==> src/rtl/perf_sample_unit_pkg.sv <==
// Shared types and constants for the event-based sampling engine.
//   perf_sample_t       : one captured sample record (four 64-bit words)
//   perf_sample_state_e : drain FSM state encoding
//   sample_word()       : selects the word written on a given beat
package perf_sample_unit_pkg;

   localparam int unsigned PERF_SAMPLE_WORDS  = 4;
   localparam int unsigned PERF_TRIG_CYC      = 0;
   localparam int unsigned PERF_TRIG_INSTRET  = 1;
   localparam int unsigned PERF_TRIG_HPM_BASE = 2;

   typedef struct packed {
      logic [63:0] pc;
      logic [63:0] cycle;
      logic [63:0] instret;
      logic [63:0] src;
   } perf_sample_t;

   typedef enum logic [1:0] {
      SMP_IDLE  = 2'd0,
      SMP_WRITE = 2'd1,
      SMP_FULL  = 2'd2
   } perf_sample_state_e;

   // Words leave in the order pc, cycle, instret, src.
   function automatic logic [63:0] sample_word(perf_sample_t s, logic [1:0] beat);
      logic [63:0] w;
      case (beat)
         2'd0:    w = s.pc;
         2'd1:    w = s.cycle;
         2'd2:    w = s.instret;
         default: w = s.src;
      endcase
      return w;
   endfunction

endpackage

==> src/rtl/perf_sample_unit_fifo.sv <==
// Sample record FIFO between trigger capture and the memory drain FSM.
//   clk_i, rst_i      : clock, asynchronous active-high reset
//   push_i, data_i    : write side (push ignored while full)
//   pop_i, data_o     : read side, data_o is the current head (pop ignored while empty)
//   full_o, empty_o   : occupancy flags, derived from the registered count
module perf_sample_unit_fifo #(
   parameter int unsigned DEPTH  = 4,
   parameter type         DATA_T = logic
) (
   input  logic  clk_i,
   input  logic  rst_i,
   input  logic  push_i,
   input  DATA_T data_i,
   input  logic  pop_i,
   output DATA_T data_o,
   output logic  full_o,
   output logic  empty_o
);

   localparam int unsigned PtrW = $clog2(DEPTH);

   DATA_T           mem_q [DEPTH];
   logic [PtrW-1:0] wr_ptr_q, rd_ptr_q;
   logic [PtrW:0]   cnt_q;
   logic            do_push, do_pop;

   assign full_o  = (cnt_q == (PtrW+1)'(DEPTH));
   assign empty_o = (cnt_q == '0);
   assign do_push = push_i & ~full_o;
   assign do_pop  = pop_i & ~empty_o;
   assign data_o  = mem_q[rd_ptr_q];

   always_ff @(posedge clk_i or posedge rst_i) begin
      if (rst_i) begin
         wr_ptr_q <= '0;
         rd_ptr_q <= '0;
         cnt_q    <= '0;
      end else begin
         if (do_push) wr_ptr_q <= wr_ptr_q + PtrW'(1);
         if (do_pop)  rd_ptr_q <= rd_ptr_q + PtrW'(1);
         case ({do_push, do_pop})
            2'b10:   cnt_q <= cnt_q + (PtrW+1)'(1);
            2'b01:   cnt_q <= cnt_q - (PtrW+1)'(1);
            default: cnt_q <= cnt_q;
         endcase
      end
   end

   // Storage needs no reset; validity is tracked by the count.
   always_ff @(posedge clk_i) begin
      if (do_push) mem_q[wr_ptr_q] <= data_i;
   end

endmodule

==> src/rtl/perf_sample_unit.sv <==
// Event-based sampling engine. Captures {pc, cycle, instret, src} on each
// qualified trigger into a small FIFO and drains every record as four 64-bit
// writes into a memory ring at base_addr_i. Raises a sticky interrupt once the
// ring holds BufEntries records.
//   clk_i, rst_i                  : clock, asynchronous active-high reset
//   enable_i, debug_mode_i        : capture qualification
//   trigger_valid_i, trigger_src_i: threshold crossing and its source mask
//   pc_i, cycle_count_i, instr_count_i : values snapshotted per sample
//   base_addr_i                   : ring base, latched per record
//   mem_req_o/mem_gnt_i/mem_addr_o/mem_wdata_o : write port
//   sample_taken_o                : one-cycle pulse after an accepted trigger
//   full_irq_o, irq_clear_i       : sticky ring-full interrupt and its clear/rewind
//   wr_idx_o                      : records written since last clear
//   ovf_cnt_o                     : saturating dropped-sample count
//
// state     | meaning
// SMP_IDLE  | waiting for a queued record, or detecting ring full
// SMP_WRITE | emitting the latched record, one word per grant
// SMP_FULL  | ring full, interrupt raised, draining paused until clear
module perf_sample_unit
   import perf_sample_unit_pkg::*;
#(
   parameter int unsigned FifoDepth  = 4,
   parameter int unsigned BufEntries = 64,
   parameter int unsigned OvfWidth   = 16
) (
   input  logic                        clk_i,
   input  logic                        rst_i,
   input  logic                        enable_i,
   input  logic                        debug_mode_i,
   input  logic                        trigger_valid_i,
   input  logic [7:0]                  trigger_src_i,
   input  logic [63:0]                 pc_i,
   input  logic [63:0]                 cycle_count_i,
   input  logic [63:0]                 instr_count_i,
   input  logic [63:0]                 base_addr_i,
   output logic                        mem_req_o,
   input  logic                        mem_gnt_i,
   output logic [63:0]                 mem_addr_o,
   output logic [63:0]                 mem_wdata_o,
   output logic                        sample_taken_o,
   output logic                        full_irq_o,
   input  logic                        irq_clear_i,
   output logic [$clog2(BufEntries):0] wr_idx_o,
   output logic [OvfWidth-1:0]         ovf_cnt_o
);

   localparam int unsigned           IdxW     = $clog2(BufEntries) + 1;
   localparam logic [IdxW-1:0]       FullIdx  = IdxW'(BufEntries);
   localparam logic [1:0]            LastBeat = 2'(PERF_SAMPLE_WORDS - 1);

   perf_sample_state_e state_q, state_d;
   logic [1:0]         beat_q, beat_d;
   perf_sample_t       rec_q, fifo_head, capture;
   logic [63:0]        rec_addr_q;
   logic [IdxW-1:0]    wr_idx_q;
   logic [OvfWidth-1:0] ovf_q;
   logic               full_irq_q, taken_q;
   logic               fifo_full, fifo_empty;
   logic               qualify, push, drop, pop, latch, set_full;

   assign qualify = trigger_valid_i & enable_i & ~debug_mode_i;
   assign push    = qualify & ~fifo_full;
   assign drop    = qualify & fifo_full;

   assign capture = '{pc: pc_i, cycle: cycle_count_i, instret: instr_count_i,
                      src: {56'b0, trigger_src_i}};

   perf_sample_unit_fifo #(
      .DEPTH  (FifoDepth),
      .DATA_T (perf_sample_t)
   ) i_fifo (
      .clk_i   (clk_i),
      .rst_i   (rst_i),
      .push_i  (push),
      .data_i  (capture),
      .pop_i   (pop),
      .data_o  (fifo_head),
      .full_o  (fifo_full),
      .empty_o (fifo_empty)
   );

   always_comb begin
      state_d  = state_q;
      beat_d   = beat_q;
      latch    = 1'b0;
      pop      = 1'b0;
      set_full = 1'b0;
      case (state_q)
         SMP_IDLE: begin
            // A clear this cycle rewinds the index; start fresh next cycle so the
            // record address is computed from the rewound index.
            if (!irq_clear_i) begin
               if (wr_idx_q == FullIdx) begin
                  state_d  = SMP_FULL;
                  set_full = 1'b1;
               end else if (!fifo_empty && !full_irq_q) begin
                  latch   = 1'b1;
                  beat_d  = 2'd0;
                  state_d = SMP_WRITE;
               end
            end
         end
         SMP_WRITE: begin
            if (mem_gnt_i) begin
               beat_d = beat_q + 2'd1;
               if (beat_q == LastBeat) begin
                  pop     = 1'b1;
                  state_d = SMP_IDLE;
               end
            end
         end
         SMP_FULL: begin
            if (irq_clear_i) state_d = SMP_IDLE;
         end
         default: state_d = SMP_IDLE;
      endcase
   end

   always_ff @(posedge clk_i or posedge rst_i) begin
      if (rst_i) begin
         state_q    <= SMP_IDLE;
         beat_q     <= '0;
         rec_q      <= '0;
         rec_addr_q <= '0;
         wr_idx_q   <= '0;
         ovf_q      <= '0;
         full_irq_q <= 1'b0;
         taken_q    <= 1'b0;
      end else begin
         state_q <= state_d;
         beat_q  <= beat_d;
         taken_q <= push;
         if (latch) begin
            rec_q      <= fifo_head;
            // Record address is fixed here so a later rewind cannot move it.
            rec_addr_q <= base_addr_i + (64'(wr_idx_q) << 5);
         end
         if (irq_clear_i)  wr_idx_q <= '0;
         else if (pop)     wr_idx_q <= wr_idx_q + IdxW'(1);
         if (irq_clear_i)  full_irq_q <= 1'b0;
         else if (set_full) full_irq_q <= 1'b1;
         if (drop && (ovf_q != '1)) ovf_q <= ovf_q + OvfWidth'(1);
      end
   end

   assign mem_req_o      = (state_q == SMP_WRITE);
   assign mem_addr_o     = mem_req_o ? rec_addr_q + 64'({beat_q, 3'b000}) : 64'd0;
   assign mem_wdata_o    = mem_req_o ? sample_word(rec_q, beat_q) : 64'd0;
   assign sample_taken_o = taken_q;
   assign full_irq_o     = full_irq_q;
   assign wr_idx_o       = wr_idx_q;
   assign ovf_cnt_o      = ovf_q;

endmodule

==> config.mk <==
export PLATFORM = sky130hd
export DESIGN_NAME = perf_sample_unit
export DESIGN_NICKNAME = d
export VERILOG_FILES = /design/src/rtl/perf_sample_unit_pkg.sv /design/src/rtl/perf_sample_unit_fifo.sv /design/src/rtl/perf_sample_unit.sv
export SDC_FILE = /design/constraint.sdc
export NUM_CORES = 1
export LEC_CHECK = 0
export BUFFER_PORTS_ARGS = -buffer_cell sky130_fd_sc_hd__buf_2
export CELL_PAD_IN_SITES_DETAIL_PLACEMENT = 2
export CELL_PAD_IN_SITES_GLOBAL_PLACEMENT = 2
export CORE_MARGIN = 4
export CORE_UTILIZATION = 44
export DETAILED_ROUTE_END_ITERATION = 12
export GPL_TIMING_DRIVEN = 0
export PLACE_DENSITY = 0.77
export SYNTH_ARGS = -nofsm -noshare
export SYNTH_HDL_FRONTEND = slang
export SYNTH_SLANG_ARGS = --single-unit
==> constraint.sdc <==
create_clock -name clk_i -period 12.6 [get_ports clk_i]
set_clock_uncertainty 0.05 [all_clocks]
set_input_delay 1.26 -clock clk_i [delete_from_list [all_inputs] [get_ports clk_i]]
set_output_delay 1.26 -clock clk_i [all_outputs]
set_load 0.1 [all_outputs]
Word-level counts from Yosys, hierarchy flattened
Memory sizes are Yosys's and may differ from the RTL's. A register that Yosys moved wholly into a read port is not among the register bits.
Cells that the tools add are included.
- word-level logic and storage cells: 92
- memories kept: 1
- output and inout bits: 154
- bits in registers: 164
- RAM bits: 800
- input port bits: 271
- memory list (memory ; depth ; width ; read ports ; clocked after Yosys merged registers in ; wr ports ; line ; source):
    i_fifo.mem_q ; 4 ; 200 ; 1 ; 1 ; 1 ; perf_sample_unit_fifo.sv:22 ; DATA_T mem_q [DEPTH];
- mux-type cells: 32
- equal/unequal tests: 17
- bitwise operators: 9
- reduce and logical (&&, ||, !) cells: 13
- add/subtract/negate cells: 9
- operators with widths (operator ; number):
    one-hot mux 64 bit (3 select lines) ; 1
    two-way mux 64 bit ; 2
    adder 64 x 12 -> 64 bit ; 1
    adder 64 x 5 -> 64 bit ; 1
    two-way mux 2 bit ; 10
    adder 16 x 1 -> 16 bit (second input constant) ; 1
    != test 16 bit (second input constant) ; 1
    two-way mux 1 bit ; 14
    two-way mux 7 bit ; 2
    AND reduction 5 bit ; 2
    equality test 2 bit (second input constant) ; 4
    != test 2 bit (second input constant) ; 4
    nonzero test 2 bit ; 4
    adder 7 x 1 -> 7 bit (second input constant) ; 1
    equality test 7 bit (second input constant) ; 1
    adder 2 x 1 -> 2 bit (second input constant) ; 3
    AND 1 bit ; 6
    equality test 2 x 1 -> 1 bit (second input constant) ; 3
    one-hot mux 2 bit (3 select lines) ; 1
    one-hot mux 3 bit (2 select lines) ; 1
    logical NOT 2 bit ; 2
    != test 2 x 1 -> 1 bit (second input constant) ; 2
    one-hot mux 2 bit (2 select lines) ; 1
    adder 3 x 1 -> 3 bit (second input constant) ; 1
    other kinds (7) ; 11

Depth between registers and ports, before layout
Gate-level depths: netlist of the first run.
- word-level depth: 7
- gate-level depth with buffers: 12
- mapped depth without buffers: 10

By module
Synthesis of the first run repeated with hierarchy kept, for this count alone.
- cell total of the unflattened synthesis: 3025
- area, all modules: 55436.9 µm²
- modules (own cells, without submodules) (module ; cells each ; sequential area each (µm²) ; area an instance (µm²) ; instances):
    perf_sample_unit_fifo ; 1376 ; 30924.7 ; 37807.5 ; 1
    perf_sample_unit ; 1649 ; 8733.4 ; 17629.4 ; 1

Worst setup path after synthesis of the first run
No wires, ideal clock.
- path kind: input-to-reg
- start point: in debug_mode_i
- end point: mem i_fifo.mem_q[0][0] (netlist bit), enable pin
- required time: 11.965 ns
- path slack: 5.533 ns
- cell stages on the path: 3
- library setup time: 0.585 ns
- buffers on the path: 0
- arrival time: 6.432 ns
- path through: nand3b_1 > a31oi_1 > and2_1
- longest elaborated chain between the ends: 6
- ends and longest elaborated chain (what ; line ; source):
    start, declared ; perf_sample_unit.sv:30 ; input logic debug_mode_i,
    NOT 1 bit ; perf_sample_unit.sv:62 ; assign qualify = trigger_valid_i & enable_i & ~debug_mode_i;
    AND 1 bit ; perf_sample_unit.sv:62 ;
    AND 1 bit ; perf_sample_unit.sv:63 ; assign push = qualify & ~fifo_full;
    AND 1 bit ; perf_sample_unit_fifo.sv:29 ; assign do_push = push_i & ~full_o;
    via i_fifo.do_push ; perf_sample_unit_fifo.sv:25 ; logic do_push, do_pop;
    two-way mux 1 bit ; perf_sample_unit_fifo.sv:51 ; if (do_push) mem_q[wr_ptr_q] <= data_i;
    two-way mux 1 bit (implied by the code) ; perf_sample_unit_fifo.sv:51 ;
    end, declared ; perf_sample_unit_fifo.sv:22 ;
The timed path passes the listed nets, and every way through them passes these cells.

Worst setup path after layout of the first run
- start point: reg beat_q[1]
- end point: out mem_wdata_o[52]
- longest elaborated chain between the ends: 3
- elaborated cells on any way between the ends: 5
- classes of those cells: eq/ne (2); mux (2); reduce/logical (1)
- ends and longest elaborated chain (what ; line ; source):
    start, declared ; perf_sample_unit.sv:53 ; logic [1:0] beat_q, beat_d;
    start signal, assigned ; perf_sample_unit.sv:132 ; beat_q <= beat_d;
    equality test 2 bit (tied with other cells) ; perf_sample_unit_pkg.sv:28 ; case (beat)
    one-hot mux 64 bit (3 select lines) * ; perf_sample_unit_pkg.sv:28 ;
    two-way mux 64 bit * ; perf_sample_unit.sv:149 ; assign mem_wdata_o = mem_req_o ? sample_word(rec_q, beat_q) : 64'd0;
    end, declared ; perf_sample_unit.sv:40 ; output logic [63:0] mem_wdata_o,
Mark *: on every way between the ends. The rest lies on a longest branch, timed or not.

==> results of run 1 <==
path summary, 6_finish.rpt:
check,from,endpoint,slack (ps),depth (start not counted)
worst min-delay path,rst_i,rec_q[6]$_DFFE_PP0P_,390,2
max in group asynchronous,rst_i,rec_q[227]$_DFFE_PP0P_,10480,5
worst min register to register,ovf_cnt_o[11]$_DFFE_PP0P_,ovf_cnt_o[11]$_DFFE_PP0P_,450,1
worst max register to register,wr_idx_o[2]$_DFFE_PP0P_,rec_addr_q[5]$_DFFE_PP0P_,8240,8
worst max-delay path,beat_q[1]$_DFFE_PP0P_,mem_wdata_o[52],6630,8
min in group clk_i,ovf_cnt_o[11]$_DFFE_PP0P_,ovf_cnt_o[11]$_DFFE_PP0P_,450,1
area by class of cell:
| type | instances | area (um^2) |
|---|---|---|
| clock buffer | 159 | 3120 |
| fill | 8842 | 46800 |
| clock inverter | 52 | 587 |
| inverter | 26 | 105 |
| timing repair buffer | 442 | 2640 |
| multi-input combinational | 1225 | 12000 |
| buffer | 134 | 524 |
| antenna | 40 | 100 |
| tap | 1287 | 1610 |
| sequential | 1100 | 31500 |
metal layers:
metal	wire, um	up-vias
met3	9970	197
met2	74400	1054
met4	4030	22
met1	52700	13900
met5	141	-
li1	-	10900
cells by family (layout without fill, tap and decap cells):
group / after synthesis / count (layout) / synth area share
other: 0 / 40 / 0
xor gates and xnor gates: 134 / 134 / 0.0266
AOI/OAI and AO/OA: 170 / 170 / 0.0275
adders and majority gates: 25 / 25 / 0.00760
muxes: 411 / 411 / 0.156
buffers and inverters: 160 / 813 / 0.0141
DFF: 1100 / 1100 / 0.715
and+or+nand+nor: 485 / 485 / 0.0537
worst max-delay path: cells and delay by family, from the launching register on:
kind / cells / cell delay [ps]
AOI/OAI and AO/OA: 1 / 160
adders and majority gates: 1 / 150
buffers and inverters: 5 / 2780
DFF: 1 / 490
and+or+nand+nor: 1 / 340
registers in the layout (all words and copies together), names as in the netlist, 3 cells and up:
register and flops:
wr_idx_o 7, rec_q 200, ovf_cnt_o 16, rec_addr_q 64
i_fifo.cnt_q 3, i_fifo.mem_q 800
stage by stage:
step                setup WS (ps)   util  setup TNS (ps)  cells
floorplan                    3000      -               0   2485
CTS                          6380  0.526               0   4425
detailed placement           7190  0.489               0   4214
global placement            -1800  0.483         -526180   4194
global route                 6450  0.527               0   4444
finish                       6630  0.527               0   4465
power by group through the flow:
stage	logic, W	registers, W	clock network [W]
2_1_floorplan	0.00423	0.00485	0
3_3_place_gp	0.00543	0.00498	0
3_5_place_dp	0.00564	0.00499	0
4_1_cts	0.00572	0.00494	0.00344
5_1_grt	0.00592	0.00500	0.00363
6_report	0.00566	0.00495	0.00339
cells in the mapped netlist, types with 26 or more instances:
master and instances:
nand3_1 46, xor2_1 51, clkbuf_1 118, edfxtp_1 800, nor2_1 163, mux2_2 208
nand4_1 29, o21ai_0 68, nand2_1 116, mux4_2 200, xnor2_1 83, inv_1 26
a222oi_1 64, nor3_1 29, dfrtp_1 300
==> results.py, run 1 <==
metrics = {
    "run_status": {
        "outcome": "finished, final reports clean",
    },
    "timing": {
        "relSlewSlack": 0.0628,
        "timing.fmax_ghz": 0.168,
        "maxSlewViolCount": 0,
        "fin_crit_sh": 0.473,
        "rsz0062_at_grt": "false",
        "period_needed_ps": 5970,
        "hold_viol_final": 0,
        "tightest_slew_ps": 1410,
        "final-setup-viol-count": 0,
        "fin_hold_ws_ps": 387,
    },
    "placed_design": {
        "portBuffers": 422,
        "dpl_cell_area_um2": 48400,
        "dpl.hpwl_um": 95300,
        "gpl.final_weighted_congestion": 0.832,
    },
    "cells_and_area": {
        "final_common_cell": "edfxtp_1",
        "postLayoutCellArea_um2": 52200,
        "drive_above_1_share": 0.332,
        "mostFrequentLayoutCells": "edfxtp_1, buf_2, dfrtp_1",
        "synthToLayoutAreaGrowth_pct": 18.3,
        "layout.nets": 3337,
    },
    "routing": {
        "viasPerCell": 5.84,
        "drt-wirelength-per-cell_um": 31.6,
        "drc": 0,
        "drtIter0Drc": 2354,
        "ant_nets": 0,
        "wl_um": 141000,
        "drtPass1Iterations": 9,
        "route.vias.total": 26100,
    },
    "power_and_ir_drop": {
        "design_power_total_w": 0.0140,
        "switchingPower_w": 0.00605,
        "ir_worst_vdd_uv": 315,
        "powerDensity_nw_per_um2": 268,
        "p_leak_nw": 18.9,
        "p_clk_frac": 0.242,
        "seq_power_share": 0.354,
        "comb_power_share": 0.404,
        "internal-power_w": 0.00796,
        "switching_share": 0.432,
    },
    "clock_tree": {
        "clk_pin_slew_ps": 70,
        "cts_hold_buf": 0,
        "htree_levels": 3,
        "cts_buffer_depth": 3,
        "cts_num_sinks": 1100,
        "cts_resized": 0,
        "root_buffer": "clkbuf_16",
        "tritoncts": "done",
        "post_cts_buffers": 0,
        "clk_latency_ps": 700,
        "cts_buffers": 112,
    },
    "yosys": {
        "synthFlopType": "edfxtp_1",
        "synth.cell_area_um2": 44100,
        "yosysWarnings": 0,
        "yosysTopAreaCell": "edfxtp_1",
        "synth_area_leaders": "edfxtp_1, dfrtp_1, mux4_2",
        "ys_async_sr_fraction": 0.273,
        "netlist.area_leader.share": 0.544,
        "netlist_instances": 2485,
        "avgSynthCellArea_um2": 17.8,
        "synth_enable_flop_cells": 800,
        "seq_area_frac_synth": 0.715,
        "synth-seq-cells": 1100,
        "ys_types": 54,
        "synth_fp_nets": 2781,
    },
    "global_route": {
        "use_met2": 0.470,
        "top_usage_layer": "met2",
        "met3_usage": 0.0543,
        "met1_usage": 0.318,
        "grt_pass1_wl_um": 206000,
        "gr-total-overflow": 0,
        "grt_start_max_net_pins": 121,
        "grt_pass1_vias": 29300,
        "grt_antenna_before_repair": 59,
        "grt_usage": 0.263,
    },
    "die": {
        "initial_core_util": 0.446,
        "die_height_um": 325,
        "dieArea_um2": 105000,
        "io_pins": 425,
        "rows": 115,
        "core_um2": 99000,
        "die_w_um": 325,
    },
    "worst_setup_path": {
        "crit_chain": "inv_1, ha_1, clkbuf_1, buf_1, clkbuf_1, a222oi_1, nor2_1, buf_2",
        "crit_arrival_ps": 4660,
        "critPathMostFrequentCell": "clkbuf_1",
        "startpoint_type": "flop",
        "cp_slowest_cell": "clkbuf_1",
        "crit_type": "reg2out",
        "critPathRequiredTime_ps": 11290,
        "slowest_delay_ps": 830,
        "crit_fanout": 10,
        "cp-end-kind": "primary output",
    },
    "run": {
        "maxCapViolCount": 0,
    },
    "hold_path": {
        "hold_class": "in2async",
    },
}
Power figures use the tool's default switching activity.
==> inputs of run 2 (changes only) <==
- ABC_AREA: default -> 1
- CORE_UTILIZATION: 44 -> 35
- PLACE_DENSITY: 0.77 -> 0.74
- clock period: 12.6 -> 5.39 ns (I/O delays scaled with it)
==> results.py, run 2 <==
metrics = {
    "worst_setup_path": {
        "crit_arrival_ps": 4010,
        "crit_fanout": 10,
        "crit_type": "reg2out",
        "cp_slowest_cell": "clkbuf_1",
        "r2r_setup_slack_ps": 2100,
        "cp-end-kind": "primary output",
        "crit_chain": "inv_1, ha_1, clkbuf_1, clkbuf_1, nand2_1, nand3_1, nand2_1, inv_1, buf_2",
        "crit_family": "buffers and inverters",
        "cp_num_buf_inv": 5,
        "critPathRequiredTime_ps": 4800,
        "startpoint_type": "flop",
        "slowest_delay_ps": 1060,
    },
    "clock_tree": {
        "root_buffer": "clkbuf_16",
        "cts_buffer_depth": 3,
        "cts_resized": 0,
        "tritoncts": "done",
        "cts_hold_buf": 205,
        "htree_levels": 3,
        "post_cts_buffers": 0,
        "clk_latency_ps": 750,
        "clk_pin_slew_ps": 60,
        "cts_buffers": 120,
        "cts_num_sinks": 1100,
    },
    "placed_design": {
        "gpl.final_weighted_congestion": 0.907,
        "portBuffers": 424,
        "dpl.hpwl_um": 140000,
    },
    "routing": {
        "drtPass1Iterations": 5,
        "drtIter0Drc": 2867,
        "route.vias.total": 39100,
        "drc": 0,
        "drt-wirelength-per-cell_um": 26.8,
        "wl_um": 198000,
        "ant_nets": 0,
        "viasPerCell": 5.29,
    },
    "timing": {
        "maxSlewViolCount": 0,
        "rsz0062_at_grt": "false",
        "period_needed_ps": 4600,
        "hold_viol_final": 0,
        "fin_crit_sh": 0.853,
        "tightest_slew_ps": 1460,
        "timing.fmax_ghz": 0.218,
        "tns_ps": 0,
        "relSlewSlack": 0.0243,
        "fin_hold_ws_ps": 95.0,
        "final-setup-viol-count": 0,
    },
    "yosys": {
        "synth_area_leaders": "edfxtp_1, dfrtp_1, nand2_1",
        "yosysWarnings": 0,
        "synth-seq-cells": 1100,
        "avgSynthCellArea_um2": 10.2,
        "ys_async_sr_fraction": 0.273,
        "synthFlopType": "edfxtp_1",
        "netlist.area_leader.share": 0.500,
        "ys_types": 41,
        "yosysTopAreaCell": "edfxtp_1",
        "synth_enable_flop_cells": 800,
        "netlist_instances": 4691,
        "synth.cell_area_um2": 48100,
        "synthTopCellsByCount": "nand2_1, nor2_1, edfxtp_1",
        "synth.most_common_cell": "nand2_1",
        "synth_fp_nets": 4987,
        "seq_area_frac_synth": 0.656,
    },
    "die": {
        "io_pins": 425,
        "core_um2": 136000,
        "initial_core_util": 0.354,
        "dieArea_um2": 143000,
        "die_w_um": 379,
        "rows": 135,
        "die_height_um": 379,
    },
    "cells_and_area": {
        "top_register": "i_fifo.mem_q",
        "layout.nets": 5783,
        "mostFrequentLayoutCells": "nand2_1, nor2_1, edfxtp_1",
        "synthToLayoutAreaGrowth_pct": 24.0,
        "reg.largest.list": "i_fifo.mem_q (800), rec_q (200), rec_addr_q (64)",
        "largest_reg_flops": 800,
        "final_common_cell": "nand2_1",
        "drive_above_1_share": 0.157,
    },
    "global_route": {
        "gr-total-overflow": 0,
        "grt_start_max_net_pins": 39,
        "grt_pass1_vias": 43300,
        "grt_usage": 0.271,
        "grt_antenna_before_repair": 51,
        "grt_pass1_wl_um": 288000,
    },
    "run_status": {
        "outcome": "finished, final reports clean",
    },
    "power_and_ir_drop": {
        "ir_worst_vdd_uv": 405,
        "p_leak_nw": 24.0,
        "powerDensity_nw_per_um2": 585,
    },
    "run": {
        "maxCapViolCount": 0,
    },
    "hold_path": {
        "hold_class": "in2reg",
    },
}
==> run 2: cell type report <==
| cell class | instances | area, um^2 |
|---|---|---|
| Antenna cell | 31 | 77.6 |
| Sequential cell | 1100 | 31500 |
| Tap cell | 1781 | 2230 |
| Inverter | 251 | 946 |
| Clock buffer | 155 | 3210 |
| Clock inverter | 68 | 845 |
| Timing Repair Buffer | 674 | 5130 |
| Fill cell | 14300 | 76400 |
| Multi-Input combinational cell | 3111 | 14400 |
| Buffer | 229 | 1180 |
==> run 2: worst min-delay path, delay by kind of cell <==
kind	cells	cell delay, ps
buffers and inverters	2	120
and+or+nand+nor	3	180
==> run 2: path summary, 6_finish.rpt <==
path                                             start                             to  cells after the start
min in group asynchronous                        rst_i     rec_addr_q[15]$_DFFE_PP0P_                      3
max in group asynchronous                        rst_i       ovf_cnt_o[2]$_DFFE_PP0P_                      6
min reg2reg                     rec_q[223]$_DFFE_PP0P_         rec_q[223]$_DFFE_PP0P_                      2
max reg2reg                i_fifo.cnt_q[0]$_DFFE_PP0P_  i_fifo.mem_q[1][20]$_DFFE_PP_                      9
max                              beat_q[1]$_DFFE_PP0P_                mem_wdata_o[32]                      9
min                                    base_addr_i[63]     rec_addr_q[63]$_DFFE_PP0P_                      5
==> run 2: cells by family after synthesis <==
group	synth area share
xor+xnor	0.00984
simple gates	0.211
buf+inv	0.0442
fa+ha+maj	0.00698
flops	0.656
compound gates	0.0725
==> run 2: layer usage <==
| layer | vias up | routed length [um] | global-route usage |
|---|---|---|---|
| met5 | - | 126 | 0 |
| met4 | 22 | 7070 | 0.0938 |
| met3 | 316 | 10800 | 0.0413 |
| met2 | 1134 | 102000 | 0.491 |
| met1 | 20100 | 78300 | 0.328 |
| li1 | 17500 | - | - |
==> run 2: per-stage QoR <==
stage	cell area [um^2]	power, W	instances	util	setup slack [ps]
floorplan	48100	0.0209	4691	-	-1270
global placement	52400	0.0256	6896	0.386	-6530
detailed placement	53400	0.0261	6941	0.393	1510
CTS	59500	0.0350	7369	0.438	734
global route	59600	0.0365	7382	0.438	626
finish	59600	0.0349	7400	0.438	794
==> run 2: where the power goes <==
group | internal (W) | switching [W]
combinational | 0.00323 | 0.0115
clock | 0.00494 | 0.00365
sequential | 0.0105 | 0.00111
total | 0.0186 | 0.0162
==> inputs of run 3 (changes only) <==
--- a/config.mk
+++ b/config.mk
@@ -11,3 +11,3 @@
 export CELL_PAD_IN_SITES_GLOBAL_PLACEMENT = 2
-export CORE_MARGIN = 4
+export CORE_MARGIN = 2
 export CORE_UTILIZATION = 35
==> constraint.sdc (replaced) <==
create_clock -name clk_i -period 5.39 [get_ports clk_i]
set_clock_uncertainty 0.05 [all_clocks]
set_input_delay 0 -clock clk_i [delete_from_list [all_inputs] [get_ports clk_i]]
set_output_delay 0 -clock clk_i [all_outputs]
set_load 0.1 [all_outputs]
==> results.py, run 3 (synthesis results as in run 2) <==
metrics = {
    "placed_design": {
        "gpl.final_weighted_congestion": 0.902,
        "place_ws_ps": 2050,
        "portBuffers": 424,
        "dpl.hpwl_um": 139000,
    },
    "die": {
        "initial_core_util": 0.354,
        "core_um2": 136000,
        "io_pins": 425,
        "die_w_um": 375,
        "die_height_um": 375,
        "rows": 135,
        "dieArea_um2": 140000,
    },
    "timing": {
        "fin_crit_sh": 0.771,
        "rsz0062_at_grt": "false",
        "maxSlewViolCount": 0,
        "setup_ws_ps": 1230,
        "final-setup-viol-count": 0,
        "relSlewSlack": 0.0895,
        "period_needed_ps": 4160,
        "tns_ps": 0,
        "hold_viol_final": 0,
        "tightest_slew_ps": 1370,
        "timing.fmax_ghz": 0.241,
    },
    "cells_and_area": {
        "final_common_cell": "nand2_1",
        "drive_above_1_share": 0.147,
        "largest_reg_flops": 800,
        "layout.nets": 6059,
        "synthToLayoutAreaGrowth_pct": 29.2,
        "top_register": "i_fifo.mem_q",
        "mostFrequentLayoutCells": "nand2_1, nor2_1, edfxtp_1",
        "reg.largest.list": "i_fifo.mem_q (800), rec_q (200), rec_addr_q (64)",
        "fill_cells": 14300,
        "final_util": 0.457,
    },
    "hold_path": {
        "min_from": "cycle_count_i[50]",
        "hold_class": "in2reg",
    },
    "run": {
        "maxCapViolCount": 0,
    },
    "worst_setup_path": {
        "crit_arrival_ps": 4110,
        "cp-end-kind": "primary output",
        "crit_type": "reg2out",
        "crit_family": "buffers and inverters",
        "path_depth": 9,
        "timing.rr.end": "rec_addr_q[37]$_DFFE_PP0P_",
        "r2r_setup_slack_ps": 1470,
        "cp_slowest_cell": "clkbuf_1",
        "critPathRequiredTime_ps": 5340,
        "crit_chain": "inv_1, ha_1, clkbuf_1, clkbuf_1, nand2_1, nand3_1, nand2_1, inv_1, buf_2",
        "startpoint_type": "flop",
        "crit_path_end": "mem_wdata_o[41]",
        "crit_fanout": 10,
        "reg2reg_depth": 17,
        "slowest_delay_ps": 1000,
        "cp_num_buf_inv": 5,
        "crit_start": "beat_q[0]$_DFFE_PP0P_",
        "timing.rr.start": "wr_idx_o[0]$_DFFE_PP0P_",
    },
    "clock_tree": {
        "cts_buffers": 120,
        "root_buffer": "clkbuf_16",
        "cts_buffer_depth": 3,
        "htree_levels": 3,
        "clk_latency_ps": 760,
        "cts_resized": 0,
        "cts_num_sinks": 1100,
        "tritoncts": "done",
        "clk_pin_slew_ps": 60,
    },
    "routing": {
        "wl_um": 208000,
        "route.vias.total": 40800,
        "top_layer_used": "met5",
        "dr_wl_met3_um": 11400,
        "drtIter0Drc": 3101,
        "drt-wirelength-per-cell_um": 27.1,
        "viasPerCell": 5.31,
        "met2_length_um": 106000,
        "ant_nets": 0,
        "drtPass1Iterations": 5,
        "met1_length_um": 80400,
        "drc": 0,
    },
    "power_and_ir_drop": {
        "p_leak_nw": 25.0,
        "ir_worst_vdd_uv": 487,
        "design_power_total_w": 0.0350,
        "powerDensity_nw_per_um2": 563,
    },
    "global_route": {
        "grt_start_max_net_pins": 39,
        "grt_antenna_before_repair": 59,
        "grt_usage": 0.292,
        "grt_pass1_vias": 45200,
        "gr-total-overflow": 0,
        "grt_pass1_wl_um": 305000,
    },
    "run_status": {
        "outcome": "finished, final reports clean",
    },
}
run 3: cell count changes in the layout (fill, tap and decap cells not counted), sizes merged:
cell         change
diode            -1
inv              +3
clkinv           +6
dlygate4sd3    +277
bufinv           -7
clkbuf           +5
buf              -1
run 3: how the worst min path moves through the flow:
stage	end	slack, ps	cells past startpoint
after global routing	i_fifo.mem_q[0][124]$_DFFE_PP_	20	2
after floorplan	wr_idx_o[5]$_DFFE_PP0P_	10	1
final	i_fifo.mem_q[0][122]$_DFFE_PP_	40	2
after global placement	i_fifo.mem_q[3][23]$_DFFE_PP_	160	1
after CTS	rec_addr_q[4]$_DFFE_PP0P_	1	4
after detailed placement	rec_addr_q[33]$_DFFE_PP0P_	-70	2
run 3: layout make-up:
type	count	area (um^2)	share of cell area
sequential	1100	31500	0.508
buffer	229	1180	0.0190
clock inverter	70	626	0.0101
tap	1781	2230	0.0359
inverter	251	946	0.0152
antenna	30	75.1	0.00121
multi-input combinational	3111	14400	0.233
clock buffer	160	3210	0.0517
timing repair buffer	950	7850	0.126
run 3: power by group:
| group | total (W) | leakage [nW] | internal, W | switching [W] |
|---|---|---|---|---|
| Clock | 0.00829 | 1.87 | 0.00458 | 0.00371 |
| Combinational | 0.0151 | 12.2 | 0.00339 | 0.0117 |
| Sequential | 0.0116 | 10.9 | 0.0105 | 0.00114 |
run 3: worst reg2reg max path, cell delays in order, from the launching register on:
cell and delay, ps:
dfrtp_1 550, ha_1 320, inv_1 80, fa_1 400, inv_1 170, nand3_1 110
nand3_1 210, nand2_1 130, nand2_2 150, nand2_1 120, clkinv_1 130, nand2_1 70
nand2_1 60, dlygate4sd3_1 540, nand2_1 60, dlygate4sd3_1 590, nand2_1 70, nand2_1 50
run 3: what timing repair did:
item                                    CTS  global route
hold buffers                            482             0
endpoints found under the hold margin  1137             0
setup buffers                             0             0
run 3: layer usage:
layer / vias up / GRT usage
met2: 1323 / 0.521
met1: 20900 / 0.345
met5: - / 0
met3: 426 / 0.0460
met4: 42 / 0.133
li1: 18100 / -
run 3: through the flow:
step                hold WS, ps  cell area (um^2)  instances
CTS                        1.06             62000       7652
global route               23.0             62100       7674
finish                     40.4             62100       7682
global placement            159             52400       6896
floorplan                  13.2             48100       4691
detailed placement        -72.3             53400       6940
